$ cat config.mk
export PLATFORM = sky130hd
export DESIGN_NAME = wb_write_scheduler
export DESIGN_NICKNAME = d
export VERILOG_FILES = /design/src/rtl/wb_write_scheduler.sv
export SDC_FILE = /design/constraint.sdc
export NUM_CORES = 1
export LEC_CHECK = 0
export BUFFER_PORTS_ARGS = -buffer_cell sky130_fd_sc_hd__buf_2
export CORE_ASPECT_RATIO = 1.2
export CORE_MARGIN = 5
export CORE_UTILIZATION = 42
export CTS_CLUSTER_DIAMETER = 30
export DETAILED_ROUTE_END_ITERATION = 7
export PLACE_DENSITY = 0.78
export SETUP_SLACK_MARGIN = 0.5
export SYNTH_ARGS = -nofsm -noshare
export SYNTH_HDL_FRONTEND = slang
export SYNTH_SLANG_ARGS = --single-unit
$ cat constraint.sdc
create_clock -name clk -period 3.6 [get_ports clk]
set_input_delay 0.54 -clock clk [delete_from_list [all_inputs] [get_ports clk]]
set_output_delay 0.54 -clock clk [all_outputs]
set_load 0.005 [all_outputs]
$ cat src/rtl/wb_write_scheduler.sv
// Register-bank write-port scheduler: one-time stack-pointer init write, then
// round-robin or fixed-priority arbitration among six write-back sources.
module wb_write_scheduler #(
  parameter logic [4:0] SP_REG    = 5'd29,
  parameter bit         RR_ENABLE = 1'b1
) (
  input  logic        clk,
  input  logic        reset,
  input  logic [5:0]  req,
  input  logic [29:0] req_addr,
  output logic [5:0]  grant,
  output logic [2:0]  wd_sel,
  output logic [4:0]  write_reg,
  output logic        reg_write,
  output logic        init_done
);

  typedef enum logic {
    ST_INIT = 1'b0,
    ST_ARB  = 1'b1
  } state_e;

  state_e      state_q,     state_d;
  logic [2:0]  rr_ptr_q,    rr_ptr_d;
  logic [5:0]  grant_q,     grant_d;
  logic [2:0]  wd_sel_q,    wd_sel_d;
  logic [4:0]  write_reg_q, write_reg_d;
  logic        reg_write_q, reg_write_d;
  logic        init_done_q, init_done_d;

  logic [5:0]  eligible;
  logic [5:0]  upper_mask;
  logic [5:0]  eligible_hi;
  logic [2:0]  winner;
  logic [4:0]  winner_addr;

  function automatic logic [2:0] lowest_idx(input logic [5:0] vec);
    logic [2:0] idx;
    idx = 3'd0;
    for (int i = 5; i >= 0; i--) begin
      if (vec[i]) idx = 3'(i);
    end
    return idx;
  endfunction

  // The source granted this cycle is masked so its one-cycle req drop latency
  // never produces a back-to-back duplicate grant.
  assign eligible = req & ~grant_q;

  always_comb begin
    for (int i = 0; i < 6; i++) begin
      upper_mask[i] = (3'(i) > rr_ptr_q);
    end
  end

  assign eligible_hi = eligible & upper_mask;

  always_comb begin
    if (RR_ENABLE && (eligible_hi != 6'd0)) winner = lowest_idx(eligible_hi);
    else                                    winner = lowest_idx(eligible);
  end

  always_comb begin
    winner_addr = 5'd0;
    for (int i = 0; i < 6; i++) begin
      if (winner == 3'(i)) winner_addr = req_addr[5*i +: 5];
    end
  end

  always_comb begin
    // NOTE: every _d gets a default before the case so no path infers a latch.
    state_d     = state_q;
    rr_ptr_d    = rr_ptr_q;
    grant_d     = 6'd0;
    wd_sel_d    = wd_sel_q;
    write_reg_d = write_reg_q;
    reg_write_d = 1'b0;
    init_done_d = init_done_q;
    unique case (state_q)
      ST_INIT: begin
        reg_write_d = 1'b1;
        wd_sel_d    = 3'd0;
        write_reg_d = SP_REG;
        init_done_d = 1'b1;
        state_d     = ST_ARB;
      end
      ST_ARB: begin
        if (eligible != 6'd0) begin
          grant_d     = 6'b000001 << winner;
          wd_sel_d    = winner + 3'd1;
          write_reg_d = winner_addr;
          // $zero is never written, but the handshake still completes.
          reg_write_d = (winner_addr != 5'd0);
          rr_ptr_d    = winner;
        end
      end
      default: state_d = ST_INIT;
    endcase
  end

  // NOTE: sequential state uses non-blocking assignments only.
  always_ff @(posedge clk) begin
    if (reset) begin
      state_q     <= ST_INIT;
      rr_ptr_q    <= 3'd5;
      grant_q     <= 6'd0;
      wd_sel_q    <= 3'd0;
      write_reg_q <= 5'd0;
      reg_write_q <= 1'b0;
      init_done_q <= 1'b0;
    end else begin
      state_q     <= state_d;
      rr_ptr_q    <= rr_ptr_d;
      grant_q     <= grant_d;
      wd_sel_q    <= wd_sel_d;
      write_reg_q <= write_reg_d;
      reg_write_q <= reg_write_d;
      init_done_q <= init_done_d;
    end
  end

  assign grant     = grant_q;
  assign wd_sel    = wd_sel_q;
  assign write_reg = write_reg_q;
  assign reg_write = reg_write_q;
  assign init_done = init_done_q;

endmodule

==> After elaboration in Yosys (flattened, before gate mapping) <==
Cells that the tools add are included.
W data, S select, Z words.
{ "word_totals": {"elab_cells": 58, "ff_bits": 20, "input_bits": 38} }
{ "op_classes": {"shift": 1, "magnitude_cmp": 6, "n_reduce_logical": 6, "muxes": 26, "add_sub_neg": 1, "bitwise": 5, "n_eq_ne": 6} }
{ "ops": {"columns": ["cell", "count"], "rows": [
  ["$mux W3", 14],
  ["$mux W5", 7],
  ["$and A6 B6 Y6", 2],
  ["$reduce_bool A6 Y1", 2],
  ["$pmux W5 S2", 1],
  ["$eq A3 B2 Y1 const B", 2],
  ["$eq A3 B3 Y1 const B", 2],
  ["$gt A1 B3 Y1 const A", 2],
  ["$gt A2 B3 Y1 const A", 2],
  ["$gt A3 B3 Y1 const A", 2],
  ["$not A6 Y6", 1],
  ["$pmux W3 S2", 1],
  ["$shl A1 B3 Y6 const A", 1],
  ["$reduce_bool A5 Y1", 1],
  ["$add A3 B1 Y3 const B", 1],
  ["$eq A3 B1 Y1 const B", 1],
  ["$logic_not A3 Y1", 1],
  ["$reduce_or A3 Y1", 1],
  ["$mux W1", 2],
  ["$ne A2 B1 Y1 const B", 1],
  ["$not A1 Y1", 2],
  ["$pmux W1 S2", 1],
  ["$reduce_and A2 Y1", 1]
]} }

==> Longest topological paths before layout <==
Gate-level depths: netlist of run 1.
{ "logic_depth": {"word_depth": 20, "depth_mapped": 16, "ltp_nobuf": 15} }

==> Least setup slack after synthesis of run 1 <==
OpenSTA, ideal clock, no wires.
{ "synth_timing": {"kind": "in2reg", "start": "input port req[5]", "end": "register reg_write_q (netlist: reg_write)", "t_required_ps": 3466, "path_stages": 15, "path_slack_ps": 443, "arrival_time_ps": 3023, "path_buffers": 1, "setup_time_ps": 134, "cell_sequence": "nor2b_1 > a21oi_1 > o21ai_1 > a22o_1 > a21oi_1 > o21ai_1 > inv_1 > ha_1 > nor2b_1 > clkbuf_1 > a221oi_1 > o31ai_1 > mux2_1 > nor4_1 > a311oi_1"} }
{ "synth_via": {"elab_chain_cells": 19, "elab_cells_between_ends": 32, "classes_between": "5 x eq/ne; 21 x mux; 2 x bitwise; 4 x reduce/logical"} }
{ "synth_rtl": {"columns": ["element", "line", "rtl"], "rows": [
  ["from (decl)", "9", "input logic [5:0] req,"],
  ["$and A6 B6 Y6 *", "48", "assign eligible = req & ~grant_q;"],
  ["$and A6 B6 Y6", "56", "assign eligible_hi = eligible & upper_mask;"],
  ["$mux W3 (6 in a row)", "41", "if (vec[i]) idx = 3'(i);"],
  ["$mux W3 *", "59", "if (RR_ENABLE && (eligible_hi != 6'd0)) winner = lowest_idx(eligible_hi);"],
  ["via winner[0]", "34", "logic [2:0] winner;"],
  ["$logic_not A3 Y1", "66", "if (winner == 3'(i)) winner_addr = req_addr[5*i +: 5];"],
  ["$mux W5 (5 in a row)", "66", null],
  ["$mux W5 *", "66", null],
  ["$reduce_bool A5 Y1 *", "93", "reg_write_d = (winner_addr != 5'd0);"],
  ["$mux W1 *", "88", "if (eligible != 6'd0) begin"],
  ["$pmux W1 S2 *", "79", "unique case (state_q)"],
  ["to (signal assigned)", "117", "reg_write_q <= reg_write_d;"],
  ["to (decl)", "28", "logic reg_write_q, reg_write_d;"]
]} }
Mark *: on every way through the listed nets, which the timed path passes. The rest lies on a longest branch.
A chain may end at the register's enable or synchronous reset.

==> Final worst setup path of run 1 <==
{ "layout_timing": {"start": "register grant_q[4] (netlist: grant[4])", "end": "register reg_write_q (netlist: reg_write)"} }
{ "layout_via": {"elab_chain_cells": 19, "elab_cells_between_ends": 31, "classes_between": "5 x eq/ne; 19 x mux; 3 x bitwise; 4 x reduce/logical"} }
{ "layout_rtl": {"columns": ["element", "line", "rtl"], "rows": [
  ["from (decl)", "25", "logic [5:0] grant_q, grant_d;"],
  ["from (signal assigned)", "114", "grant_q <= grant_d;"],
  ["$not A6 Y6 *", "48", null],
  ["$and A6 B6 Y6 *", "48", null],
  ["$and A6 B6 Y6", "56", null],
  ["$mux W3 (5 in a row)", "41", null],
  ["$mux W3 *", "59", null],
  ["via winner[0]", "34", null],
  ["$logic_not A3 Y1", "66", null],
  ["$mux W5 (5 in a row)", "66", null],
  ["$mux W5 *", "66", null],
  ["$reduce_bool A5 Y1 *", "93", null],
  ["$mux W1 *", "88", null],
  ["$pmux W1 S2 *", "79", null]
]} }
Marked as above.

==> results of run 1 <==
cell usage in the layout, fill, tap and decap left out, drive strengths merged:
cell type,netlist,layout
bufinv,0,1
or4,1,1
nor4,2,2
buf,2,56
and3,6,6
nor2,14,14
nand3,6,6
nor3,3,3
nor4b,1,1
a32oi,4,4
a21oi,13,13
mux2,1,1
dfxtp,20,20
a31oi,1,1
a211oi,3,3
o21ai,7,7
o21a,2,2
a311oi,2,2
nand2b,4,4
nor2b,6,6
o311ai,4,4
or3b,1,1
clkbuf,9,3
o2111ai,2,2
nand2,10,10
ha,5,5
inv,9,9
a22o,3,3
o31ai,3,3
o211ai,1,1
a2bb2oi,2,2
o22ai,1,1
a221oi,1,1
mux2i,3,3
a22oi,4,4
routing by layer:
metal / vias up / track usage, % / part of all wire [%] / wire, µm
met5: - / 0 / 0 / 0
met4: 0 / 6.650 / 2.2 / 73
met3: 10 / 3.352 / 6.9 / 233
met2: 46 / 25.60 / 50 / 1668
met1: 606 / 20.25 / 41 / 1379
li1: 677 / - / - / -
area by class of cell:
cell class | count | area, µm² | area share, %
repair buffers | 56 | 287.8 | 17.73
clock inverters | 1 | 30.03 | 1.850
inverters | 9 | 33.78 | 2.082
multi-input cells | 116 | 805.8 | 49.65
flip-flops and latches | 20 | 400.4 | 24.67
well taps | 34 | 42.54 | 2.621
clock buffers | 3 | 22.52 | 1.388
worst min path at each step:
stage,start,end,slack (ps)
after CTS,reset,write_reg[0],490
after floorplan,init_done,init_done,460
final,init_done,init_done,480
after detailed placement,init_done,init_done,460
after global placement,init_done,init_done,470
after global routing,init_done,init_done,500
kinds of logic (layout without fill, tap and decap cells):
| family | after synthesis | count (layout) |
|---|---|---|
| and+or+nand+nor | 54 | 54 |
| AOI/OAI and AO/OA | 53 | 53 |
| buffers and inverters | 20 | 69 |
| adders and majority gates | 5 | 5 |
| muxes | 4 | 4 |
| DFF | 20 | 20 |
timing repair:
item                                    CTS  global route
hold buffers                              0             0
endpoints found under the setup margin    0             6
resized for setup                         0             8
setup buffers                             0             1
power by group through the flow:
stage	clock network, mW	registers, mW	logic (mW)
global placement	0	0.265	0.266
CTS	0.186	0.260	0.271
finish	0.183	0.260	0.286
global route	0.191	0.263	0.320
floorplan	0	0.264	0.188
detailed placement	0	0.265	0.269
worst max-delay path, cell delays in order, from the launching register on:
cell      delay (ps)
dfxtp_1          330
nand2b_1         180
a21oi_1          140
o21ai_1           70
a22o_1           200
a21oi_1          190
o21ai_2          120
ha_1             250
buf_4            200
a221oi_1         280
o31ai_1           90
mux2_1           310
nor4_1           270
a311oi_1         120
==> impl_metrics.tcl, run 1 <==
set metrics [dict create \
    grt_pass1_vias 1225 \
    critical_path_class "reg -> reg" \
    yosysWarnings 0 \
    ios 54 \
    synth-xor-area-share_pct 0 \
    muxShareOfSynthArea_pct 3.300 \
    p_total_mw 0.7295 \
    finalHoldViolCount 0 \
    crit_fanout 17 \
    power_switching_mw 0.2440 \
    cts.reportedPaths.clkPinSlew_ps 120 \
    antenna_left 0 \
    reg2reg_to "reg_write" \
    wl_um 3355 \
    arrival_ps 3060 \
    max_freq_mhz 348.8 \
    seqPwrFrac_pct 35.7 \
    fin_util_pct 57.19 \
    htree_levels 1 \
    port_buffers 53 \
    area_growth_pct 29.70 \
    synth_compound_area_share_pct 29.40 \
    yosys_register_bits 20 \
    final.min_clock_period_ps 2867 \
    nets 249 \
    synth_ff_type "dfxtp_1" \
    cp-startpoint "grant[4]" \
    core_area_mm2 0.002838 \
    slew-limit-headroom_pct 60.76 \
    switching_share_pct 33.45 \
    rsz0062_at_grt "false" \
    start_kind "flop" \
    dieArea_mm2 0.004175 \
    ys_seq_area_share_pct 32.00 \
    clock-sinks 20 \
    comb_power_share_pct 39.2 \
    instances_no_fill 239 \
    drv_slew 0 \
    stdcell_area_mm2 0.001623 \
    finalClockSkew_ps 10.74 \
    whs_ps 484.0 \
    dp_slack_ps 256.8 \
    rows 21 \
    async_flop_share_pct 0 \
    synth_edf_count 0 \
    synth_area_mm2 0.001251 \
    route.detailed.drc 0 \
    grt_usage_pct 16.03 \
    avgRoutedWirePerCell_um 14.04 \
    cts_tree "done" \
    timing.setup.tns_ps 0 \
    p_leak_nw 0.7944 \
    vias 1339 \
    r2r_slack_ps 730 \
    synth_cells 156 \
    dpl.hpwl_um 2708 \
    drive_above_1_share_pct 35.61 \
    placed_area_mm2 0.001528 \
    synth_cell_types 40 \
    reg2regPathDepth 13 \
    whs_path_depth 1 \
    antenna_found_initial 0 \
    finalSetupViolations 0 \
    yosys.area.top_type "dfxtp_1" \
    grt_overflow 0 \
    clkPwrFrac_pct 25.1 \
    numCtsBuffers 3 \
    synth_fa_ha_area_share_pct 5.000 \
    avgSynthCellArea_um2 8.021 \
    vias_per_cell 5.603 \
    worst_hold_path_type "reg -> reg" \
    max_slew.worst_pin.slew_ps 588.7 \
    synth_top_family_by_area "compound AO/OA/AOI/OAI gates" \
    firstDrtPassIters 4 \
    r2r-start "grant[4]" \
    power_density_mw_per_mm2 449.5 \
    end_kind "flop" \
    synth_top_area_share_pct 32.00 \
    insertedDiodeCount 0 \
    synth.top_cells.by_count "20 x dfxtp_1, 13 x a21oi_1, 13 x nor2_1, 9 x clkbuf_1, 9 x nand2_1" \
    cts_root_buffer "clkbuf_4" \
    synth_fp_nets 199 \
    status "finished, final reports clean" \
    cts_buffer_depth 2 \
    yosysMostFrequentCell "dfxtp_1" \
    largest_reg_flops 6 \
    max_cap_viol_count 0 \
    grt_max_degree 18 \
    p_int_mw 0.4855 \
    vdd_ir_drop_max_v 0.0002721 \
    drtIter0Drc 31 \
    grt_pass1_wl_um 5361 \
    finalWeightedCongestion 0.8023 \
    start_util_pct 44.09 \
    dp_cells 234 \
    n_fill_cell 285 \
    required_ps 3790 \
    fin_crit_sh_pct 79.64 \
    yosys.area_share.simple_pct 23.60 \
    crit_end "reg_write" \
    die_y_um 69.79 \
    insertion_delay_ps 300 \
    die_x_um 59.83 \
    postLayoutSetupSlackWorst_ps 733.1 \
    synth_area_leaders "dfxtp_1 32%, a21oi_1 5.2%, ha_1 5.0%" \
]
Note: power is estimated with default switching activity, not from simulation.
==> run 2: changes to the inputs <==
==> constraint.sdc (replaced) <==
create_clock -name clk -period 2.7 [get_ports clk]
set_input_delay 0.405 -clock clk [delete_from_list [all_inputs] [get_ports clk]]
set_output_delay 0.405 -clock clk [all_outputs]
set_load 0.005 [all_outputs]
==> impl_metrics.tcl, run 2 (same netlist as run 1, synthesis figures left out) <==
set metrics [dict create \
    ios 54 \
    grt_pass1_vias 1578 \
    required_ps 2910 \
    cp_num_buf_inv 2 \
    dpl.hpwl_um 3004 \
    area_growth_pct 63.20 \
    largest_reg_flops 6 \
    start_kind "flop" \
    layout_common_cells "53 x buf_2, 32 x buf_4, 14 x dfxtp_1" \
    failed_checks "negative setup slack" \
    grt_usage_pct 20.81 \
    n_fill_cell 222 \
    avgRoutedWirePerCell_um 15.55 \
    vdd_ir_drop_max_v 0.0005560 \
    timing.setup.tns_ps -49.52 \
    drtIter0Drc 96 \
    critPathMaxStageDelay_ps 340 \
    die_x_um 59.83 \
    finalHoldViolCount 0 \
    numCtsBuffers 3 \
    end_kind "flop" \
    cts_buffer_depth 2 \
    grt_overflow 0 \
    status "finished with violations" \
    finalWeightedCongestion 0.8309 \
    arrival_ps 2950 \
    cts_tree "done" \
    rsz0062_at_grt "true" \
    postLayoutSetupSlackWorst_ps -43.76 \
    route.detailed.drc 0 \
    antenna_found_initial 0 \
    cts.reportedPaths.clkPinSlew_ps 130 \
    clock-sinks 20 \
    holdBufCountCts 0 \
    stdcell_area_mm2 0.002042 \
    final_common_cell "buf_2" \
    antenna_left 0 \
    path_cells "nand2b_4 > a21oi_2 > o21ai_1 > a22o_1 > a21oi_2 > o21ai_4 > inv_2 > ha_4 > nor2b_4 > a22oi_2 > nor2_1 > a21oi_1 > o311ai_2 > buf_4 > nor4_4 > a311oi_1" \
    power_density_mw_per_mm2 598.0 \
    max_freq_mhz 364.5 \
    critical_path_class "reg -> reg" \
    final.min_clock_period_ps 2744 \
    vias_per_cell 5.803 \
    insertion_delay_ps 310 \
    worst_hold_path_type "in -> reg" \
    finalClockSkew_ps 9.170 \
    slew-limit-headroom_pct 65.83 \
    max_slew.worst_pin.slew_ps 508.6 \
    port_buffers 53 \
    htree_levels 1 \
    rows 21 \
    grt_pass1_wl_um 6955 \
    wl_um 4262 \
    firstDrtPassIters 5 \
    nets 284 \
    seqCellArea_um2 407.9 \
    critical_path.slowest_cell "dfxtp_2" \
    dp_slack_ps -396.4 \
    drv_slew 0 \
    vias 1590 \
    die_y_um 69.79 \
    fin_crit_sh_pct 101.6 \
    crit_fanout 6 \
    multi_input_area_um2 932.1 \
    grt_max_degree 13 \
    dieArea_mm2 0.004175 \
    cpMostUsedCell "a21oi_2" \
    insertedDiodeCount 0 \
    max_cap_viol_count 0 \
    p_leak_nw 0.9825 \
    fin_util_pct 71.96 \
    start_util_pct 44.09 \
    core_area_mm2 0.002838 \
    finalSetupViolations 2 \
    placed_area_mm2 0.001757 \
    drive_above_1_share_pct 55.00 \
    cts_root_buffer "clkbuf_4" \
    cp_top_family "compound AO/OA/AOI/OAI gates" \
    whs_ps 372.5 \
]
==> run 2: worst paths after layout <==
kind	startpoint	cells after the start	endpoint	slack, ps
worst min register to register	init_done	1	init_done	470
worst min-delay path	reset	2	write_reg[4]	370
worst max register to register	grant[4]	16	reg_write	-40
worst max-delay path	grant[4]	16	reg_write	-40
==> run 2: worst reg2reg max path, cell delays in order (launching register included) <==
cell,delay (ps)
dfxtp_2,340
nand2b_4,140
a21oi_2,130
o21ai_1,60
a22o_1,190
a21oi_2,180
o21ai_4,100
inv_2,100
ha_4,140
nor2b_4,250
a22oi_2,80
nor2_1,120
a21oi_1,60
o311ai_2,270
buf_4,180
nor4_4,30
a311oi_1,260
==> run 2: final cells by class <==
type / count / share of cell area [%]
Clock inverter: 1 / 1.471
Multi-Input combinational cell: 116 / 45.65
Tap cell: 34 / 2.083
Clock buffer: 3 / 1.103
Inverter: 9 / 1.654
Sequential cell: 20 / 19.98
Timing Repair Buffer: 91 / 28.06
==> run 2: what timing repair did <==
item | in CTS | in global routing
setup endpoints to repair | 6 | 11
gates resized for setup | 35 | 4
setup buffers | 8 | 1
pin swaps | 18 | 4
==> run 2: power by group <==
part | switching, mW | total [mW] | internal, mW
combinational | 0.295 | 0.621 | 0.327
clock | 0.100 | 0.250 | 0.150
sequential | 0.0227 | 0.349 | 0.327
total | 0.418 | 1.22 | 0.803
==> run 2: layer usage <==
layer	GRT usage [%]	share of wire [%]	vias up
met3	3.166	4.6	8
met4	5.911	1.3	0
li1	-	-	751
met5	0	0	-
met1	24.86	41	776
met2	36.90	53	55
==> run 2: stage by stage <==
step / total power, mW / std cells
6_report: 1.221 / 274
3_5_place_dp: 0.8041 / 261
4_1_cts: 1.176 / 273
5_1_grt: 1.287 / 274
2_1_floorplan: 0.6210 / 156
3_3_place_gp: 0.7981 / 261
